==> src/rtl/imem_stream_loader_pkg.sv <==
// Shared state encoding and framing constants for the instruction-memory stream loader.
package imem_stream_loader_pkg;

  typedef enum logic [2:0] {
    StIdle,
    StLenLo,
    StLenHi,
    StBytes,
    StWrite,
    StFinish
  } state_e;

  localparam int unsigned HdrBytes     = 2;
  localparam int unsigned BytesPerWord = 4;
  localparam int unsigned ByteIdxW     = $clog2(BytesPerWord);

  // A header count larger than the 2^pc_size loadable words is flagged but still consumed.
  function automatic logic count_overflows(input logic [8*HdrBytes-1:0] cnt,
                                           input int unsigned pc_size);
    return 32'(cnt) > (32'd1 << pc_size);
  endfunction

endpackage

==> src/rtl/imem_stream_loader_byte_word_packer.sv <==
// Assembles little-endian bytes into a 32-bit word; byte k lands in bits [8k+7:8k].
module imem_stream_loader_byte_word_packer
  import imem_stream_loader_pkg::*;
(
  input  logic        clk_i,
  input  logic        rst_ni,
  input  logic        clear_i,
  input  logic        load_i,
  input  logic [7:0]  byte_i,
  output logic [31:0] word_o,
  output logic        word_full_o
);

  logic [ByteIdxW-1:0] idx_q;
  logic [31:0]         word_q;

  always_ff @(posedge clk_i) begin
    if (!rst_ni) begin
      idx_q  <= '0;
      word_q <= '0;
    end else if (clear_i) begin
      idx_q <= '0;
    end else if (load_i) begin
      word_q[{idx_q, 3'b000} +: 8] <= byte_i;
      idx_q                        <= idx_q + ByteIdxW'(1);
    end
  end

  // High while the next loaded byte completes the word.
  assign word_full_o = (idx_q == ByteIdxW'(BytesPerWord - 1));
  assign word_o      = word_q;

endmodule

==> src/rtl/imem_stream_loader.sv <==
// Streams a length-prefixed byte image into the core's instruction memory, holding the core
// in reset for the duration of the load.
module imem_stream_loader
  import imem_stream_loader_pkg::*;
#(
  parameter int unsigned PC_SIZE = 10,
  parameter int unsigned CNT_W   = 16
) (
  input  logic               clock,
  input  logic               reset,
  input  logic               start,
  input  logic [7:0]         s_data,
  input  logic               s_valid,
  output logic               s_ready,
  output logic [31:0]        instruction_in,
  output logic [PC_SIZE-1:0] PC_write,
  output logic               reset_IF_memory,
  output logic               core_hold,
  output logic               busy,
  output logic               done,
  output logic               error
);

  state_e                state_q;
  logic [CNT_W-1:0]      count_q;
  logic [CNT_W-1:0]      words_q;
  logic [CNT_W-1:0]      words_next;
  logic [PC_SIZE:0]      pc_q;
  logic                  strobe_q;
  logic                  busy_q;
  logic                  done_q;
  logic                  error_q;
  logic [8*HdrBytes-1:0] hdr_count;
  logic                  xfer;
  logic                  pack_clear;
  logic                  pack_load;
  logic                  word_full;

  assign s_ready    = (state_q == StLenLo) || (state_q == StLenHi) || (state_q == StBytes);
  assign xfer       = s_valid & s_ready;
  assign hdr_count  = {s_data, count_q[7:0]};
  assign words_next = words_q + CNT_W'(1);
  assign pack_clear = (state_q == StLenHi) & xfer;
  assign pack_load  = (state_q == StBytes) & xfer;

  imem_stream_loader_byte_word_packer u_packer (
    .clk_i      (clock),
    .rst_ni     (reset),
    .clear_i    (pack_clear),
    .load_i     (pack_load),
    .byte_i     (s_data),
    .word_o     (instruction_in),
    .word_full_o(word_full)
  );

  always_ff @(posedge clock) begin
    if (!reset) begin
      state_q  <= StIdle;
      count_q  <= '0;
      words_q  <= '0;
      pc_q     <= '0;
      strobe_q <= 1'b0;
      busy_q   <= 1'b0;
      done_q   <= 1'b0;
      error_q  <= 1'b0;
    end else begin
      strobe_q <= 1'b0;
      done_q   <= 1'b0;
      unique case (state_q)
        StIdle: begin
          if (start) begin
            state_q <= StLenLo;
            busy_q  <= 1'b1;
            error_q <= 1'b0;
            pc_q    <= '0;
            words_q <= '0;
          end
        end
        StLenLo: begin
          if (xfer) begin
            count_q[7:0] <= s_data;
            state_q      <= StLenHi;
          end
        end
        StLenHi: begin
          if (xfer) begin
            count_q <= CNT_W'(hdr_count);
            if (count_overflows(hdr_count, PC_SIZE)) error_q <= 1'b1;
            if (hdr_count == '0) begin
              state_q <= StFinish;
              done_q  <= 1'b1;
            end else begin
              state_q <= StBytes;
            end
          end
        end
        StBytes: begin
          if (xfer && word_full) begin
            state_q  <= StWrite;
            strobe_q <= ~pc_q[PC_SIZE];
          end
        end
        StWrite: begin
          words_q <= words_next;
          if (!pc_q[PC_SIZE]) pc_q <= pc_q + (PC_SIZE + 1)'(1);
          if (words_next == count_q) begin
            state_q <= StFinish;
            done_q  <= 1'b1;
          end else begin
            state_q <= StBytes;
          end
        end
        StFinish: begin
          state_q <= StIdle;
          busy_q  <= 1'b0;
        end
        default: state_q <= StIdle;
      endcase
    end
  end

  // pc_q's top bit marks running past the end of memory; PC_write then sticks at the last index.
  assign PC_write        = pc_q[PC_SIZE] ? '1 : pc_q[PC_SIZE-1:0];
  assign reset_IF_memory = strobe_q;
  assign core_hold       = busy_q;
  assign busy            = busy_q;
  assign done            = done_q;
  assign error           = error_q;

endmodule

==> config.mk <==
export PLATFORM = sky130hd
export DESIGN_NAME = imem_stream_loader
export DESIGN_NICKNAME = d
export VERILOG_FILES = /design/src/rtl/imem_stream_loader_pkg.sv /design/src/rtl/imem_stream_loader_byte_word_packer.sv /design/src/rtl/imem_stream_loader.sv
export SDC_FILE = /design/constraint.sdc
export NUM_CORES = 1
export LEC_CHECK = 0
export ABC_AREA = 0
export CORE_UTILIZATION = 37
export CTS_BUF_LIST = sky130_fd_sc_hd__clkbuf_4 sky130_fd_sc_hd__clkbuf_8
export CTS_CLUSTER_SIZE = 12
export DETAILED_ROUTE_END_ITERATION = 6
export SLEW_MARGIN = 10
export SYNTH_ARGS = -nofsm -noshare
export SYNTH_HDL_FRONTEND = slang
export SYNTH_SLANG_ARGS = --single-unit
==> constraint.sdc <==
create_clock -name clock -period 4.1 [get_ports clock]
set_clock_uncertainty 0.1 [all_clocks]
set_input_delay 1.23 -clock clock [delete_from_list [all_inputs] [get_ports clock]]
set_output_delay 1.23 -clock clock [all_outputs]
set_load 0.02 [all_outputs]
==> flow_results.xml <==
<?xml version="1.0" encoding="UTF-8"?>
<metrics>
  <group name="status">
    <metric name="outcome" unit="">completed</metric>
  </group>
  <group name="sta">
    <metric name="final_period_minus_worst_setup_slack" unit="ns">3.21</metric>
    <metric name="rsz0062_at_grt" unit="">no</metric>
    <metric name="totalNegativeSetupSlack" unit="ns">0</metric>
    <metric name="final-setup-viol-count" unit="">0</metric>
    <metric name="normalized_max_slew_margin" unit="%">39.2</metric>
    <metric name="finalCritPeriodShare" unit="%">78.2</metric>
    <metric name="timing_hold_violations_final" unit="">0</metric>
    <metric name="maximum_clock_frequency" unit="MHz">312</metric>
    <metric name="slew_viol_final" unit="">0</metric>
    <metric name="max_slew.worst_pin.slew" unit="ns">0.910</metric>
  </group>
  <group name="synth">
    <metric name="library_cell_occupying_the_most_area_in_the_post_synthesis_netlist" unit="">sky130_fd_sc_hd__dfxtp_1</metric>
    <metric name="postSynthNetCount" unit="">561</metric>
    <metric name="synth.lib_cells_used.distinct" unit="">58</metric>
    <metric name="syn-instance-count" unit="">542</metric>
    <metric name="ys_top_cells_by_count" unit="">sky130_fd_sc_hd__nand2_1 (95), sky130_fd_sc_hd__dfxtp_1 (84), sky130_fd_sc_hd__nand3_1 (45)</metric>
    <metric name="synthDominantCellAreaShare" unit="%">38.9</metric>
    <metric name="seq_area_frac_synth" unit="%">38.9</metric>
    <metric name="count_of_flip_flops_with_a_built_in_enable_after_synthesis" unit="">0</metric>
    <metric name="ys_seq_elements" unit="">84</metric>
    <metric name="synth_warnings" unit="">0</metric>
    <metric name="syn_area" unit="um2">4320</metric>
    <metric name="netlist_top_cells_area" unit="">sky130_fd_sc_hd__dfxtp_1 (39%), sky130_fd_sc_hd__nand2_1 (8.3%), sky130_fd_sc_hd__a21boi_0 (5.7%)</metric>
    <metric name="top_ff_cell_synth" unit="">sky130_fd_sc_hd__dfxtp_1</metric>
    <metric name="synthArstFlopShare" unit="%">0</metric>
    <metric name="most_instantiated_library_cell_after_synthesis" unit="">sky130_fd_sc_hd__nand2_1</metric>
    <metric name="postSynthAreaPerCell" unit="um2">7.97</metric>
  </group>
  <group name="route">
    <metric name="avgRoutedWirePerCell" unit="um">15.1</metric>
    <metric name="drt-pass1-iter-count" unit="">4</metric>
    <metric name="postRouteWirelength" unit="um">11100</metric>
    <metric name="route.detailed.vias_per_inst" unit="">5.36</metric>
    <metric name="drcViolationCount" unit="">0</metric>
    <metric name="first_iter_violations" unit="">131</metric>
    <metric name="antenna_left" unit="">0</metric>
    <metric name="vias" unit="">3936</metric>
  </group>
  <group name="clocking">
    <metric name="tritoncts_num_sinks" unit="">84</metric>
    <metric name="cts_htree_levels" unit="">3</metric>
    <metric name="cts_buffers" unit="">9</metric>
    <metric name="cts.clk_slew.worst_paths" unit="ns">0.08</metric>
    <metric name="cts_tree" unit="">done</metric>
    <metric name="post_cts_resized" unit="">0</metric>
    <metric name="holdBufCountCts" unit="">0</metric>
    <metric name="cts_setup_buffers" unit="">0</metric>
    <metric name="clk_root_buffer_cell" unit="">sky130_fd_sc_hd__clkbuf_8</metric>
    <metric name="clkLatencyLatePin" unit="ns">0.36</metric>
    <metric name="cts_buffer_depth" unit="">2</metric>
  </group>
  <group name="cells_and_area">
    <metric name="area_delta_synth_final" unit="%">19.1</metric>
    <metric name="nNetsFinal" unit="">606</metric>
    <metric name="final_cells" unit="">734</metric>
    <metric name="fill_cell_count" unit="">1151</metric>
    <metric name="proportion_of_layout_cells_with_a_drive_suffix_above_1" unit="%">7.28</metric>
    <metric name="antennaDiodeCount" unit="">0</metric>
  </group>
  <group name="setup_path">
    <metric name="cp.required" unit="ns">2.77</metric>
    <metric name="cp-endpoint" unit="">s_ready</metric>
    <metric name="worst-endpoint-arrival" unit="ns">1.88</metric>
    <metric name="worstSetupStartpoint" unit="">state_q[0]</metric>
    <metric name="worst_setup_path_start_kind" unit="">register</metric>
    <metric name="cp_max_fo" unit="">18</metric>
    <metric name="worstPathBufferInverterCount" unit="">1</metric>
    <metric name="path_depth" unit="">3</metric>
    <metric name="regToRegEndpoint" unit="">done</metric>
    <metric name="setup.worst_path.class" unit="">register to output port</metric>
    <metric name="cpMaxStageDelayCell" unit="">sky130_fd_sc_hd__dfxtp_1</metric>
    <metric name="worstRegToRegCells" unit="">8</metric>
    <metric name="reg2reg_setup_slack" unit="ns">1.43</metric>
    <metric name="setup.worst_path.end_class" unit="">output port</metric>
    <metric name="crit_path_cell_trace" unit="">nor2_1 &gt; nor2_1 &gt; clkdlybuf4s50_1</metric>
    <metric name="worst_path_dominant_cell_family" unit="">flip-flops</metric>
    <metric name="crit_top_cell" unit="">sky130_fd_sc_hd__nor2_1</metric>
    <metric name="slowest_delay" unit="ns">0.64</metric>
    <metric name="reg2reg_from" unit="">words_q[0]</metric>
  </group>
  <group name="floorplanning">
    <metric name="die_width" unit="um">110</metric>
    <metric name="floorplan.die.height" unit="um">110</metric>
    <metric name="core" unit="um2">11400</metric>
    <metric name="io_pins" unit="">60</metric>
    <metric name="floorplan.die_area" unit="um2">12100</metric>
    <metric name="initial_core_util" unit="%">37.8</metric>
    <metric name="floorplan.rows" unit="">39</metric>
  </group>
  <group name="placed_design">
    <metric name="post-place-cells" unit="">719</metric>
    <metric name="placer_s_final_routability_congestion_estimate" unit="">0.809</metric>
    <metric name="dp_hpwl" unit="um">7820</metric>
    <metric name="numPortBuffers" unit="">59</metric>
  </group>
  <group name="global_route">
    <metric name="grt_start_max_net_pins" unit="">52</metric>
    <metric name="grt_antenna_before_repair" unit="">0</metric>
    <metric name="global_route.usage.total" unit="%">19.9</metric>
    <metric name="first_global_vias" unit="">3775</metric>
    <metric name="grt_first_pass_wirelength" unit="um">18600</metric>
    <metric name="leftover_overflow_at_the_end_of_global_routing" unit="">0</metric>
  </group>
  <group name="job">
    <metric name="cap_violations" unit="">0</metric>
  </group>
  <group name="power">
    <metric name="total_leakage_power" unit="nW">1.77</metric>
    <metric name="power_per_cell_area" unit="nW/um2">331</metric>
    <metric name="vdd_ir_drop_max" unit="V">0.000185</metric>
  </group>
  <group name="worst_hold_path">
    <metric name="worstHoldPathType" unit="">register to register</metric>
  </group>
</metrics>
==> stage by stage <==
stage | power (W) | hold slack (ns) | util, % | instance area [um2] | worst slack, ns
6_report | 0.00170 | 0.361 | 45.0 | 5140 | 0.894
5_1_grt | 0.00180 | 0.384 | 45.0 | 5140 | 0.764
4_1_cts | 0.00172 | 0.366 | 45.0 | 5140 | 0.871
3_5_place_dp | 0.00113 | 0.347 | 43.4 | 4950 | 0.856
3_3_place_gp | 0.00113 | 0.343 | 43.4 | 4950 | 0.904
2_1_floorplan | 0.00104 | 0.339 | - | 4320 | 1.67
==> worst min path at each step <==
stage                   startpoint                   to  slack (ns)  depth (start not counted)
4_1_cts        u_packer.word_o[20]  u_packer.word_o[20]        0.37                          2
2_1_floorplan          count_q[15]          count_q[15]        0.34                          2
6_report       u_packer.word_o[17]  u_packer.word_o[17]        0.36                          2
3_3_place_gp   u_packer.word_o[17]  u_packer.word_o[17]        0.34                          2
3_5_place_dp   u_packer.word_o[26]  u_packer.word_o[26]        0.35                          2
5_1_grt        u_packer.word_o[18]  u_packer.word_o[18]        0.38                          2
==> power by group <==
group	internal, W	leakage [nW]	switching (W)
logic	0.0000950	0.994	0.000147
registers	0.000836	0.678	0.0000323
clock network	0.000280	0.0955	0.000316
==> per-layer routing <==
metal	share of wire (%)	GRT usage [%]	up-vias	wire, um
met3	5.3	4.59	12	590
met2	47	32.8	83	5160
met1	47	25.6	1857	5170
met5	0	0	-	0
met4	1.5	6.38	0	171
li1	-	-	1984	-
==> cell type report <==
| cell class | instances | area, um2 | area share [%] |
|---|---|---|---|
| Multi-Input combinational cell | 418 | 2420 | 47.1 |
| Sequential cell | 84 | 1680 | 32.7 |
| Timing Repair Buffer | 66 | 643 | 12.5 |
| Tap cell | 143 | 179 | 3.48 |
| Clock buffer | 9 | 124 | 2.41 |
| Clock inverter | 6 | 65.1 | 1.27 |
| Inverter | 8 | 30.0 | 0.584 |
==> worst min-delay path, cell delays in order, from the launching register on <==
cell and delay, ns:
sky130_fd_sc_hd__dfxtp_1 0.32, sky130_fd_sc_hd__nand2_1 0.05, sky130_fd_sc_hd__a21oi_1 0.05
==> cells in the final DEF (no fill, tap or decap), types with 4 or more instances in the layout <==
master	n
sky130_fd_sc_hd__nand2_1	95
sky130_fd_sc_hd__dfxtp_1	84
sky130_fd_sc_hd__clkdlybuf4s50_1	59
sky130_fd_sc_hd__nand3_1	45
sky130_fd_sc_hd__a21oi_1	38
sky130_fd_sc_hd__a21boi_0	33
sky130_fd_sc_hd__o21ai_0	29
sky130_fd_sc_hd__nor2_1	21
sky130_fd_sc_hd__and2_1	15
sky130_fd_sc_hd__xnor2_1	14
sky130_fd_sc_hd__nor2b_1	13
sky130_fd_sc_hd__nor3_1	12
sky130_fd_sc_hd__or2_2	11
sky130_fd_sc_hd__clkbuf_8	9
sky130_fd_sc_hd__nor4_1	8
sky130_fd_sc_hd__nand4_1	8
sky130_fd_sc_hd__inv_1	7
sky130_fd_sc_hd__and3_1	7
sky130_fd_sc_hd__ha_1	7
sky130_fd_sc_hd__buf_4	7
sky130_fd_sc_hd__nor3b_1	6
sky130_fd_sc_hd__o21a_1	5
sky130_fd_sc_hd__xor2_1	5
sky130_fd_sc_hd__nand2b_1	4
sky130_fd_sc_hd__a31oi_1	4
sky130_fd_sc_hd__mux2i_1	4
==> sequential cells by signal (all words and copies together) (netlist names) <==
signal and flops:
reset_IF_memory 1, error 1, busy 1, count_q 16
u_packer.word_o 32, state_q 3, done 1, pc_q 11
words_q 16, u_packer.idx_q 2
==> logic make-up after synthesis <==
kind of cell	Yosys count	synth area share (%)
multiplexers	4	0.927
flip-flops	84	38.9
buffers and inverters	40	5.04
AO/OA/AOI/OAI	128	18.7
adder cells (fa/ha/maj)	7	2.03
XOR/XNOR	19	3.85
AND/OR/NAND/NOR	260	30.5
Power figures use the tool's default switching activity.
